File: src/rtl/mem_stage_pkg.sv
// Shared types and constants for the memory-access pipeline stage.
package mem_stage_pkg;

  localparam logic [3:0] MASK_B = 4'b0001;
  localparam logic [3:0] MASK_H = 4'b0011;
  localparam logic [3:0] MASK_W = 4'b1111;

  typedef enum logic [1:0] {
    S_IDLE = 2'd0,
    S_REQ  = 2'd1,
    S_WAIT = 2'd2
  } state_e;

  typedef enum logic [1:0] {
    SIZE_B = 2'd0,
    SIZE_H = 2'd1,
    SIZE_W = 2'd2
  } size_e;

  typedef struct packed {
    logic [31:0] regc_data;
    logic [4:0]  regc_addr;
    logic        regc_wr;
    logic [31:0] mem_addr;
    logic [31:0] mem_data;
    logic        rd;
    logic        wr;
    logic [3:0]  rmask;
    logic [3:0]  wmask;
    logic        ld_sext;
    logic [31:0] inst;
    logic [31:0] pc;
  } pipe_t;

  // Unrecognised nonzero masks fall back to a full word access.
  function automatic size_e decode_size(input logic [3:0] mask);
    size_e size;
    case (mask)
      MASK_B:  size = SIZE_B;
      MASK_H:  size = SIZE_H;
      default: size = SIZE_W;
    endcase
    return size;
  endfunction

  function automatic logic is_misaligned(input size_e size, input logic [1:0] addr_lo);
    logic mis;
    case (size)
      SIZE_W:  mis = (addr_lo != 2'b00);
      SIZE_H:  mis = addr_lo[0];
      default: mis = 1'b0;
    endcase
    return mis;
  endfunction

endpackage

File: src/rtl/mem_align.sv
// Store lane steering / byte enables and load extraction / extension.
module mem_align
  import mem_stage_pkg::*;
(
  input  logic [3:0]  mask_i,
  input  logic [1:0]  addr_lo_i,
  input  logic        ld_sext_i,
  input  logic [31:0] wdata_i,
  input  logic [31:0] rdata_i,
  output logic [3:0]  dbe_o,
  output logic [31:0] dwdata_o,
  output logic [31:0] ld_data_o
);

  size_e       size;
  logic [31:0] shifted;

  always_comb begin
    size      = decode_size(mask_i);
    shifted   = rdata_i >> {addr_lo_i, 3'b000};
    dbe_o     = MASK_W;
    dwdata_o  = wdata_i;
    ld_data_o = shifted;
    unique case (size)
      SIZE_B: begin
        dbe_o     = MASK_B << addr_lo_i;
        dwdata_o  = {4{wdata_i[7:0]}};
        ld_data_o = {{24{ld_sext_i & shifted[7]}}, shifted[7:0]};
      end
      SIZE_H: begin
        dbe_o     = MASK_H << {addr_lo_i[1], 1'b0};
        dwdata_o  = {2{wdata_i[15:0]}};
        ld_data_o = {{16{ld_sext_i & shifted[15]}}, shifted[15:0]};
      end
      default: ;
    endcase
  end

endmodule

File: src/rtl/mem_stage.sv
// MIPS memory-access stage: EX/MEM register, req/gnt/rvalid bus master, load/store
// alignment, stall and forwarding outputs.
module mem_stage
  import mem_stage_pkg::*;
#(
  parameter bit CHECK_ALIGN = 1'b1
) (
  input  logic        clk,
  input  logic        rst,
  input  logic [31:0] ex_regcData,
  input  logic [4:0]  ex_regcAddr,
  input  logic        ex_regcWr,
  input  logic [31:0] ex_memAddr,
  input  logic [31:0] ex_memData,
  input  logic        ex_readWr,
  input  logic        ex_writeWr,
  input  logic [3:0]  ex_rmask,
  input  logic [3:0]  ex_wmask,
  input  logic        ex_ld_sext,
  input  logic [31:0] ex_inst_debug,
  input  logic [31:0] ex_pc_debug,
  output logic        stall_o,
  output logic        dreq,
  output logic        dwe,
  output logic [31:0] daddr,
  output logic [31:0] dwdata,
  output logic [3:0]  dbe,
  input  logic        dgnt,
  input  logic        drvalid,
  input  logic [31:0] drdata,
  output logic [31:0] wb_data,
  output logic [4:0]  wb_addr,
  output logic        wb_wr,
  output logic [31:0] inst_debug,
  output logic [31:0] pc_debug,
  output logic        fwd_regWr,
  output logic [4:0]  fwd_regAddr,
  output logic [31:0] fwd_data,
  output logic        fwd_load_busy,
  output logic        adel,
  output logic        ades
);

  state_e      state_q, state_d;
  pipe_t       pipe_q, pipe_d;
  logic [31:0] ld_q, ld_d;
  logic [31:0] ld_data;
  logic [3:0]  ex_mask, mask_q;
  logic        ex_mis, exc, idle;

  mem_align u_align (
    .mask_i    (mask_q),
    .addr_lo_i (pipe_q.mem_addr[1:0]),
    .ld_sext_i (pipe_q.ld_sext),
    .wdata_i   (pipe_q.mem_data),
    .rdata_i   (drdata),
    .dbe_o     (dbe),
    .dwdata_o  (dwdata),
    .ld_data_o (ld_data)
  );

  always_comb begin
    idle    = (state_q == S_IDLE);
    ex_mask = ex_readWr ? ex_rmask : ex_wmask;
    ex_mis  = CHECK_ALIGN && is_misaligned(decode_size(ex_mask), ex_memAddr[1:0]);
    mask_q  = pipe_q.rd ? pipe_q.rmask : pipe_q.wmask;
    exc     = CHECK_ALIGN && (pipe_q.rd | pipe_q.wr) &&
              is_misaligned(decode_size(mask_q), pipe_q.mem_addr[1:0]);
  end

  // The register only advances while no bus access is outstanding.
  always_comb begin
    pipe_d = pipe_q;
    if (idle) begin
      pipe_d.regc_data = ex_regcData;
      pipe_d.regc_addr = ex_regcAddr;
      pipe_d.regc_wr   = ex_regcWr;
      pipe_d.mem_addr  = ex_memAddr;
      pipe_d.mem_data  = ex_memData;
      pipe_d.rd        = ex_readWr;
      pipe_d.wr        = ex_writeWr;
      pipe_d.rmask     = ex_rmask;
      pipe_d.wmask     = ex_wmask;
      pipe_d.ld_sext   = ex_ld_sext;
      pipe_d.inst      = ex_inst_debug;
      pipe_d.pc        = ex_pc_debug;
    end
  end

  always_comb begin
    state_d = state_q;
    ld_d    = ld_q;
    case (state_q)
      S_IDLE: begin
        if ((ex_readWr | ex_writeWr) && !ex_mis) state_d = S_REQ;
      end
      S_REQ: begin
        if (dgnt) begin
          if (pipe_q.wr) begin
            state_d = S_IDLE;
          end else if (drvalid) begin
            ld_d    = ld_data;
            state_d = S_IDLE;
          end else begin
            state_d = S_WAIT;
          end
        end
      end
      S_WAIT: begin
        if (drvalid) begin
          ld_d    = ld_data;
          state_d = S_IDLE;
        end
      end
      default: state_d = S_IDLE;
    endcase
  end

  always_ff @(posedge clk or posedge rst) begin
    if (rst) begin
      state_q <= S_IDLE;
      pipe_q  <= '0;
      ld_q    <= '0;
    end else begin
      state_q <= state_d;
      pipe_q  <= pipe_d;
      ld_q    <= ld_d;
    end
  end

  assign stall_o       = ~idle;
  assign dreq          = (state_q == S_REQ);
  assign dwe           = dreq & pipe_q.wr;
  assign daddr         = {pipe_q.mem_addr[31:2], 2'b00};
  assign wb_data       = pipe_q.rd ? ld_q : pipe_q.regc_data;
  assign wb_addr       = pipe_q.regc_addr;
  assign wb_wr         = pipe_q.regc_wr & idle & ~exc;
  assign inst_debug    = pipe_q.inst;
  assign pc_debug      = pipe_q.pc;
  assign fwd_regWr     = pipe_q.regc_wr;
  assign fwd_regAddr   = pipe_q.regc_addr;
  assign fwd_data      = wb_data;
  assign fwd_load_busy = pipe_q.rd & ~idle;
  assign adel          = idle & exc & pipe_q.rd;
  assign ades          = idle & exc & pipe_q.wr;

endmodule

File: config.mk
export PLATFORM = sky130hd
export DESIGN_NAME = mem_stage
export DESIGN_NICKNAME = d
export VERILOG_FILES = /design/src/rtl/mem_stage_pkg.sv /design/src/rtl/mem_align.sv /design/src/rtl/mem_stage.sv
export SDC_FILE = /design/constraint.sdc
export NUM_CORES = 1
export LEC_CHECK = 0
export CAP_MARGIN = 20
export CELL_PAD_IN_SITES_DETAIL_PLACEMENT = 0
export CELL_PAD_IN_SITES_GLOBAL_PLACEMENT = 1
export CORE_ASPECT_RATIO = 1.4
export CORE_MARGIN = 5
export CORE_UTILIZATION = 34
export CTS_CLUSTER_SIZE = 24
export DETAILED_ROUTE_END_ITERATION = 8
export PLACE_DENSITY = 0.86
export REMOVE_ABC_BUFFERS = 1
export SYNTH_ARGS = -nofsm -noshare
export SYNTH_HDL_FRONTEND = slang
export SYNTH_HIERARCHICAL = 1
export SYNTH_SLANG_ARGS = --single-unit
File: constraint.sdc
create_clock -name clk -period 10.4 [get_ports clk]
set_input_delay 2.08 -clock clk [delete_from_list [all_inputs] [get_ports clk]]
set_output_delay 2.08 -clock clk [all_outputs]
set_load 0.02 [all_outputs]
==> metrics, run 1 <==
Ports=between 400 and 500; Reg2Reg Depth=7; placed cell area=~14000 µm²; IR drop worst, VDD=0.164 mV; drt initial violations=slightly above 200; CP Capture Type=primary output; setup repair after global routing missed its margin=no; Slew headroom=between 20% and 30%; Sequential Power Share=roughly a third; CORE AREA=30800 µm²; # DRC=0; Primary FF master, synth=dfrtp_1; syn_area_per_cell=about 13 µm²; clk buf depth=3; Fmax=between 150 and 200 MHz; CTS tree=built; final WL=a little over 30 mm; worst-path fanout max=40; Reg-to-Reg Start=pipe_q[74]$_DFFE_PP0P_; crit-path leading delay family=buffers and inverters; die width=approximately 160 µm; reg-to-reg slack, setup=approximately 7100 ps; Static Leak=6.08 nW; GRT Util Overall=17.0%; Sw Share=between 30% and 40%; Hold Path Class=reg2reg; fraction of the yosys area taken by sequential cells=49.7%; maxcap violations=0; WHS=between 400 and 500 ps; worst setup path endpoint=dwdata[9]; nets=~1300; CTS root buffer=clkbuf_16; pin count of the biggest net entering global routing=around 150; fin util=between 40% and 50%; worst setup margin=approximately 4600 ps; CP cell instances=buf_4, mux2_2, or4b_1, buf_4, mux2_4, clkdlybuf4s50_1; Vias per Instance=approximately 4.9; internal power=approximately 2.3 mW; crit path launch=pipe_q[74]$_DFFE_PP0P_; NetSw=between 1 and 1.5 mW; dpl hpwl=about 23 mm; final setup vio count=0; hold_buf cts=0; Post-DRT Antenna Nets=0; global route overflow=0; Yosys reg bits=roughly 210; skew final=around 10 ps; starting density of the core=between 30% and 40%; actual slew at the worst max-slew pin=1140 ps; placed cell count=~1400; Skew-Pair Late Insertion Delay=approximately 510 ps; via count=just over 7000; critical path data required time=8320 ps; drt first pass iters=4; number of global-route vias before repair=7993; worst slack, placed=~5100 ps; I/O Buffers=424; Slowest-stage cell, CP=or4b_1; CTS sink count=between 200 and 250; status=complete, no violations; CTS Buf Count=23; DR WL/cell=21.0 µm; pwr dens=240 nW/µm²; initial antenna violation count=0; Critical Path Stages=6; worst flop-to-flop path endpoint=ld_q[11]$_DFFE_PP0P_; postcts setup bufs=0; kind of critical path=reg2out; Cell Count, Final, Fillers Out=approximately 1500; Worst Path Arrival=~3800 ps; RePlAce Congestion=approximately 0.8; H-tree lvl count=1; Synth cell types=44; clk slew on worst S/H paths=approximately 60 ps; type of origin of the critical path=flip-flop; CTS resizes=0; layout cells sized above 1=slightly below 30%; Gate power share=between 40% and 50%; first-pass GRT wire length=approximately 47 mm; Post-Syn Instances=803; cell row count=76; CP dominant cell by count=buf_4; Hold Violations, Final=0; die height=~220 µm; Clk network pwr share=22.4%; Warnings, synthesis=6; Buf+Inv Stages, Crit Path=3; Post-Synthesis Cell Area=around 11000 µm²; Post-synth ARST share=100%; CP max stage delay=about 800 ps; Total Die Area=34900 µm²; Slew Limit Fails=0; post-route cell area=between 10000 and 15000 µm²; fin crit period=5850 ps; Layout area overhead=40.0%; number of synthesized flops with an enable pin=0; Tcrit/Tclk final=56.2%
## worst min-delay path by stage
stage | start | end | slack (ps) | cells after the start
floorplan | ld_q[0]$_DFFE_PP0P_ | ld_q[0]$_DFFE_PP0P_ | 460 | 1
global placement | ld_q[4]$_DFFE_PP0P_ | ld_q[4]$_DFFE_PP0P_ | 480 | 1
detailed placement | ld_q[4]$_DFFE_PP0P_ | ld_q[4]$_DFFE_PP0P_ | 480 | 1
CTS | ld_q[0]$_DFFE_PP0P_ | ld_q[0]$_DFFE_PP0P_ | 500 | 1
global route | ld_q[4]$_DFFE_PP0P_ | ld_q[4]$_DFFE_PP0P_ | 510 | 1
finish | ld_q[0]$_DFFE_PP0P_ | ld_q[0]$_DFFE_PP0P_ | 490 | 1
## per-stage QoR
| stage | setup TNS, ps | total power, mW |
|---|---|---|
| global route | 0 | 3.74 |
| CTS | 0 | 3.62 |
| detailed placement | 0 | 2.79 |
| finish | 0 | 3.56 |
| global placement | 0 | 2.78 |
| floorplan | -5690 | 2.08 |
## cell usage after synthesis, types with 4 or more instances
library cell  number  area (µm²)
o21ai_0            6        30.0
mux2_1             4        45.0
clkbuf_1           6        22.5
nor3b_1            4        30.0
mux2i_1           17         170
nor2b_1           12        75.1
buf_4            146        1100
buf_6              5        56.3
buf_2             29         145
a21oi_1           24         120
o22ai_1            9        56.3
a211oi_1           7        52.6
a22oi_1            7        52.6
mux2_2           262        2950
nor2_1            11        41.3
dfrtp_1          211        5280
a2bb2o_1           6        60.1
nand2_1            4        15.0
## flip-flops by register name (all words and copies together), names as in the netlist
register     count
fwd_regAddr      5
fwd_regWr        1
pipe_q          77
ld_q            32
inst_debug      32
pc_debug        32
state_q          2
daddr           30
## cells by family after synthesis
family | after synthesis | share of synthesized area [%]
multiplexers | 286 | 30.3
buffers and inverters | 192 | 12.6
AO/OA/AOI/OAI | 70 | 4.86
flip-flops | 211 | 49.7
AND/OR/NAND/NOR | 43 | 2.40
other | 1 | 0.0353
## power by group through the flow
stage | sequential [mW] | clock [mW] | combinational (mW)
after floorplan | 1.27 | 0 | 0.806
after global placement | 1.17 | 0 | 1.61
after detailed placement | 1.17 | 0 | 1.62
after CTS | 1.16 | 0.826 | 1.63
after global routing | 1.19 | 0.854 | 1.69
final | 1.16 | 0.797 | 1.61
## layer usage
metal | wire (µm) | global-route usage (%)
met1 | 10900 | 17.9
met2 | 15900 | 31.2
met3 | 3300 | 6.80
met4 | 884 | 4.98
met5 | 0 | 0
## layout make-up
class	instances	area, µm²
inverter	3	18.8
clock inverter	9	78.8
sequential	211	5280
multi-input combinational	401	4010
timing repair buffer	434	4330
antenna	1	2.50
tap	390	488
clock buffer	32	649
fill	2744	16000
## cell usage in the layout, fill, tap and decap left out, types with 6 or more instances in the layout
cell type	n
dfrtp_1	210
a211oi_1	7
o21ai_0	6
a2bb2o_1	6
nor2b_1	12
mux2_2	262
o22ai_1	9
buf_4	8
clkbuf_16	23
a21oi_1	24
mux2i_1	17
a22oi_1	7
clkdlybuf4s50_1	424
nor2_1	10
(Power assumes the default switching activity.)
==> run 2: changes to the inputs <==
Clock period 10.4 ns to 5.7 ns, I/O delays scaled along.
==> run 2 against run 1 <==
- utilization barely moved
- setup slack got worse by 3300 ps
- clock skew increased by 8.7 ps
- critical path depth shrank 1
- combinational power grew 83%
- die area unchanged
- clock-buffer cell count rose by 3
- wire length up 1.5%
==> metrics, run 2 (same netlist as run 1, synthesis figures left out) <==
final WL=31.5 mm (+1.5%); postcts setup bufs=0 (unchanged); reg-to-reg slack, setup=2850 ps (-4250 ps); Vias per Instance=4.81 (-0.84%); Slew Limit Fails=0 (unchanged); starting density of the core=34.5% (unchanged); GRT Util Overall=17.5% (+0.48 points); Total Die Area=34900 µm² (unchanged); commonest cells after routing, fill and taps aside=clkdlybuf4s50_1 (424), mux2_2 (262), dfrtp_1 (210); RePlAce Congestion=0.791 (-2.2%); Fmax=223 MHz; maxcap violations=0 (unchanged); pwr dens=435 nW/µm² (+81%); critical path data required time=4560 ps (-3760 ps); type of origin of the critical path=flip-flop; IR drop worst, VDD=0.250 mV (+52%); fin util=48.3% (about the same); Hold Violations, Final=0 (unchanged); clk buf depth=3 (unchanged); CTS resizes=0 (unchanged); Static Leak=6.09 nW (+0.16%); global route overflow=0 (unchanged); pin count of the biggest net entering global routing=158 (+3.3%); # diodes=0 (-1); number of global-route vias before repair=8030 (+0.46%); kind of critical path=reg2out; max reg flops=77 (unchanged); first-pass GRT wire length=48.3 mm (+2.8%); Tcrit/Tclk final=roughly four fifths; CTS sink count=211 (unchanged); CP Capture Type=primary output; hold_buf cts=0 (unchanged); DR WL/cell=21.3 µm (+1.6%); setup repair after global routing missed its margin=no; final setup vio count=0 (unchanged); Hold Path Class=reg2reg; CTS Buf Count=23 (unchanged); nets=1288 (+0.078%); via count=7120 (-0.90%); Ports=427 (unchanged); layout cells sized above 1=29.6% (-0.18 points); actual slew at the worst max-slew pin=954 ps (-183 ps); Slew headroom=36.4% (+12 points); # DRC=0 (unchanged); drt first pass iters=4 (unchanged); initial antenna violation count=1 (+1); placed cell count=1438 (unchanged); Post-DRT Antenna Nets=0 (unchanged); Top reg by flops=pipe_q; CORE AREA=30800 µm² (unchanged); I/O Buffers=424 (unchanged); cell row count=76 (unchanged); clk slew on worst S/H paths=60 ps (about the same); skew final=19.1 ps (+8.69 ps); Cell Count, Final, Fillers Out=1480 (-0.068%); fin crit period=around 4500 ps; worst-path fanout max=12 (-70%); setup TNS=0 ps (unchanged); most common cell after layout, fill and taps aside=clkdlybuf4s50_1; H-tree lvl count=1 (unchanged); Skew-Pair Late Insertion Delay=520 ps (about the same); Layout area overhead=40.1% (about the same); Worst Path Arrival=3340 ps (-430 ps); CTS tree=built; dpl hpwl=23.3 mm (about the same); drt initial violations=250 (+21%); status=complete, no violations; die width=159 µm (unchanged); CTS root buffer=clkbuf_16; die height=219 µm (unchanged)
-- run 2: path summary, 6_finish.rpt --
check	endpoint	from	depth (start not counted)
worst max-delay path	dwdata[9]	pipe_q[74]$_DFFE_PP0P_	5
worst min-delay path	ld_q[23]$_DFFE_PP0P_	ld_q[23]$_DFFE_PP0P_	1
worst max register to register	ld_q[9]$_DFFE_PP0P_	pipe_q[74]$_DFFE_PP0P_	6
worst min register to register	ld_q[23]$_DFFE_PP0P_	ld_q[23]$_DFFE_PP0P_	1
max in group asynchronous	pipe_q[168]$_DFFE_PP0P_	rst	3
min in group asynchronous	daddr[7]$_DFFE_PP0P_	rst	2
-- run 2: cell type report --
type | instances | area (µm²)
inverter | 3 | 18.8
clock buffer | 35 | 671
multi-input combinational | 401 | 4010
timing repair buffer | 435 | 4380
fill | 2775 | 15900
clock inverter | 5 | 28.8
tap | 390 | 488
sequential | 211 | 5280
-- run 2: layer usage --
| layer | vias up | GRT usage, % | routed length (µm) |
|---|---|---|---|
| met1 | 3513 | 18.9 | 11400 |
| met4 | 0 | 4.47 | 635 |
| li1 | 3227 | - | - |
| met2 | 345 | 32.3 | 16500 |
| met3 | 35 | 6.29 | 3020 |
| met5 | - | 0 | 0 |
-- run 2: where the power goes --
part | switching [mW] | leakage (nW) | internal, mW | total (mW)
Combinational | 1.40 | 3.25 | 1.53 | 2.94
Clock | 0.603 | 0.348 | 0.807 | 1.41
Sequential | 0.240 | 2.50 | 1.88 | 2.12
Total | 2.24 | 6.09 | 4.22 | 6.47
-- run 2: worst max-delay path, stage by stage, from the launching register on --
cell	delay, ps
dfrtp_2	420
mux2_2	390
or4b_1	810
buf_4	330
mux2_4	310
clkdlybuf4s50_1	540
-- run 2: metrics by stage --
stage	hold slack [ps]	instance area, µm²	total power, mW	worst slack [ps]
final	499	14900	6.47	1220
after global routing	516	14900	6.81	1080
after CTS	504	14800	6.58	1120
after detailed placement	489	14100	5.11	1700
after global placement	479	14100	5.08	1730
after floorplan	459	9290	3.79	-5380
==> run 3: changes to the inputs <==
Settings changed: CORE_UTILIZATION 34 to 31, PLACE_DENSITY 0.86 to 0.83.
Clock period 5.7 ns to 4 ns, I/O delays scaled along.
==> run 3 against run 2 <==
- cell count grew 4.7%
- utilization fell by 3.7 points
- critical path type unchanged
- sequential power grew 44%
- combinational power up 41%
==> metrics, run 3 (same netlist as run 1, synthesis figures left out) <==
die width=166 µm (+4.4%); CTS root buffer=clkbuf_16; final WL=31.4 mm (-0.38%); Static Leak=6.18 nW (+1.5%); maxcap violations=0 (unchanged); Hold EP=ld_q[4]$_DFFE_PP0P_; nets=1294 (+0.47%); reg-to-reg slack, setup=1420 ps (-1430 ps); setup repair after global routing missed its margin=no; pin count of the biggest net entering global routing=110 (-30%); skew final=9.50 ps (-9.65 ps); Gate power share=43.6% (-1.8 points); worst flop-to-flop path endpoint=ld_q[14]$_DFFE_PP0P_; Slew Limit Fails=0 (unchanged); # DRC=0 (unchanged); kind of critical path=reg2out; critical path data required time=3200 ps (-1360 ps); die height=229 µm (+4.5%); GRT Util Overall=15.8% (-1.7 points); via count=7203 (+1.2%); Fmax=approximately 260 MHz; most common cell after layout, fill and taps aside=clkdlybuf4s50_1; RePlAce Congestion=0.783 (-1.0%); CORE AREA=33900 µm² (+10%); fin crit period=3820 ps; CTS sink count=211 (unchanged); type of origin of the critical path=flip-flop; fin util=44.6% (-3.7 points); Slowest-stage cell, CP=clkdlybuf4s50_1; drt initial violations=190 (-24%); Top reg by flops=pipe_q; clk slew on worst S/H paths=60 ps (about the same); global route overflow=0 (unchanged); Layout area overhead=42.5%; WHS=498 ps (-1.67 ps); hold path cells=1 (unchanged); Sequential Power Share=31.9% (-0.9 points); max reg flops=77 (unchanged); Total Die Area=38100 µm² (+9.1%); Hold Path Class=reg2reg; post-route cell area=15100 µm² (+1.7%); Slew headroom=53.9% (+18 points); layout cells sized above 1=30.4% (+0.81 points); actual slew at the worst max-slew pin=690 ps (-265 ps); clk buf depth=3 (unchanged); Skew-Pair Late Insertion Delay=520 ps (about the same); CP max stage delay=610 ps (-200 ps); Reg2Reg Depth=6 (unchanged); H-tree lvl count=1 (unchanged); NetSw=3.20 mW (+43%); initial antenna violation count=1 (unchanged); IR drop worst, VDD=0.363 mV (+45%); Vias per Instance=4.65 (-3.3%); CTS tree=built; first-pass GRT wire length=47.8 mm (-0.93%); CP dominant cell by count=mux2_2; overall power=9.53 mW (+47%); CP Capture Type=primary output; commonest cells after routing, fill and taps aside=clkdlybuf4s50_1 (424), mux2_2 (262), dfrtp_1 (210); internal power=6.34 mW (+50%); DR WL/cell=20.3 µm (-4.8%); placed cell area=14300 µm² (+0.86%); Reg-to-Reg Start=pipe_q[74]$_DFFE_PP0P_; Hold Violations, Final=0 (unchanged); CP cell instances=mux2_2, or4b_1, buf_4, mux2_2, clkdlybuf4s50_1; pwr dens=630 nW/µm² (+45%); cell row count=80 (+5.3%); drt first pass iters=4 (unchanged); worst-path fanout max=17 (+5); Post-DRT Antenna Nets=0 (unchanged); Tcrit/Tclk final=between 90 and 100%; Worst Path Arrival=3020 ps (-320 ps); starting density of the core=31.3% (-3.2 points); I/O Buffers=424 (unchanged); dpl hpwl=23.6 mm (+1.2%); number of global-route vias before repair=8015 (-0.19%); status=complete, no violations; worst hold path startpoint=ld_q[4]$_DFFE_PP0P_; Sw Share=33.5% (-1.1 points); final setup vio count=0 (unchanged); Clk network pwr share=24.4% (+2.6 points); CTS Buf Count=23 (unchanged); Ports=427 (unchanged)
-- run 3: cell count changes in the layout (fill, tap and decap cells not counted) --
cell       before  now
buf_12          4    3
inv_6           1    0
clkbuf_8        5   12
clkbuf_1        7    3
clkbuf_4        1    0
clkinv_2        4    0
buf_4           6   14
diode_2         0    1
bufinv_16       0    3
-- run 3: critical path, delay by kind of cell (launching register included) --
kind,cells,cell delay (ps)
flip-flops,1,460
multiplexers,2,660
buffers and inverters,2,870
AND/OR/NAND/NOR,1,500
-- run 3: per-stage QoR --
stage          setup slack, ps  cells  TNS [ps]
6_report                   176   1549         0
5_1_grt                   54.8   1548         0
4_1_cts                   30.0   1546         0
3_5_place_dp               606   1505         0
3_3_place_gp               614   1505         0
2_1_floorplan            -6740    615  -1475910
-- run 3: power groups by stage --
stage	combinational (mW)	sequential, mW	clock, mW
2_1_floorplan	2.10	3.31	0
3_3_place_gp	4.16	3.07	0
3_5_place_dp	4.19	3.08	0
4_1_cts	4.21	3.06	2.41
5_1_grt	4.40	3.12	2.51
6_report	4.16	3.05	2.33
-- run 3: routing by layer --
| metal | track usage [%] | vias to the layer above | wire, µm |
|---|---|---|---|
| li1 | - | 3246 | - |
| met1 | 16.8 | 3545 | 11500 |
| met2 | 27.9 | 354 | 15600 |
| met3 | 7.06 | 56 | 3280 |
| met4 | 5.17 | 2 | 949 |
| met5 | 0 | - | 8 |
-- run 3: cell type report --
cell class / count / area [µm²]
diodes: 1 / 2.50
clock buffers: 38 / 752
clock inverters: 3 / 90.1
fillers: 3080 / 18800
inverters: 3 / 18.8
multi-input cells: 401 / 4010
flip-flops and latches: 211 / 5280
well taps: 451 / 564
repair buffers: 441 / 4410
-- run 3: worst max path at each step --
stage | start | end | slack (ps) | depth (start not counted)
floorplan | state_q[0]$_DFFE_PP0P_ | fwd_load_busy | -6740 | 3
global placement | pipe_q[74]$_DFFE_PP0P_ | dwdata[11] | 610 | 5
global route | pipe_q[74]$_DFFE_PP0P_ | dwdata[11] | 50 | 5
CTS | pipe_q[74]$_DFFE_PP0P_ | dwdata[11] | 30 | 5
detailed placement | pipe_q[74]$_DFFE_PP0P_ | dwdata[11] | 610 | 5
finish | pipe_q[74]$_DFFE_PP0P_ | dwdata[11] | 180 | 5
-- run 3: timing repair --
item / CTS / global route
setup buffers: 0 / 2
resized for setup: 0 / 0
setup endpoints to repair: 0 / 8
endpoints found under the hold margin: 0 / 0
hold buffers: 0 / 0
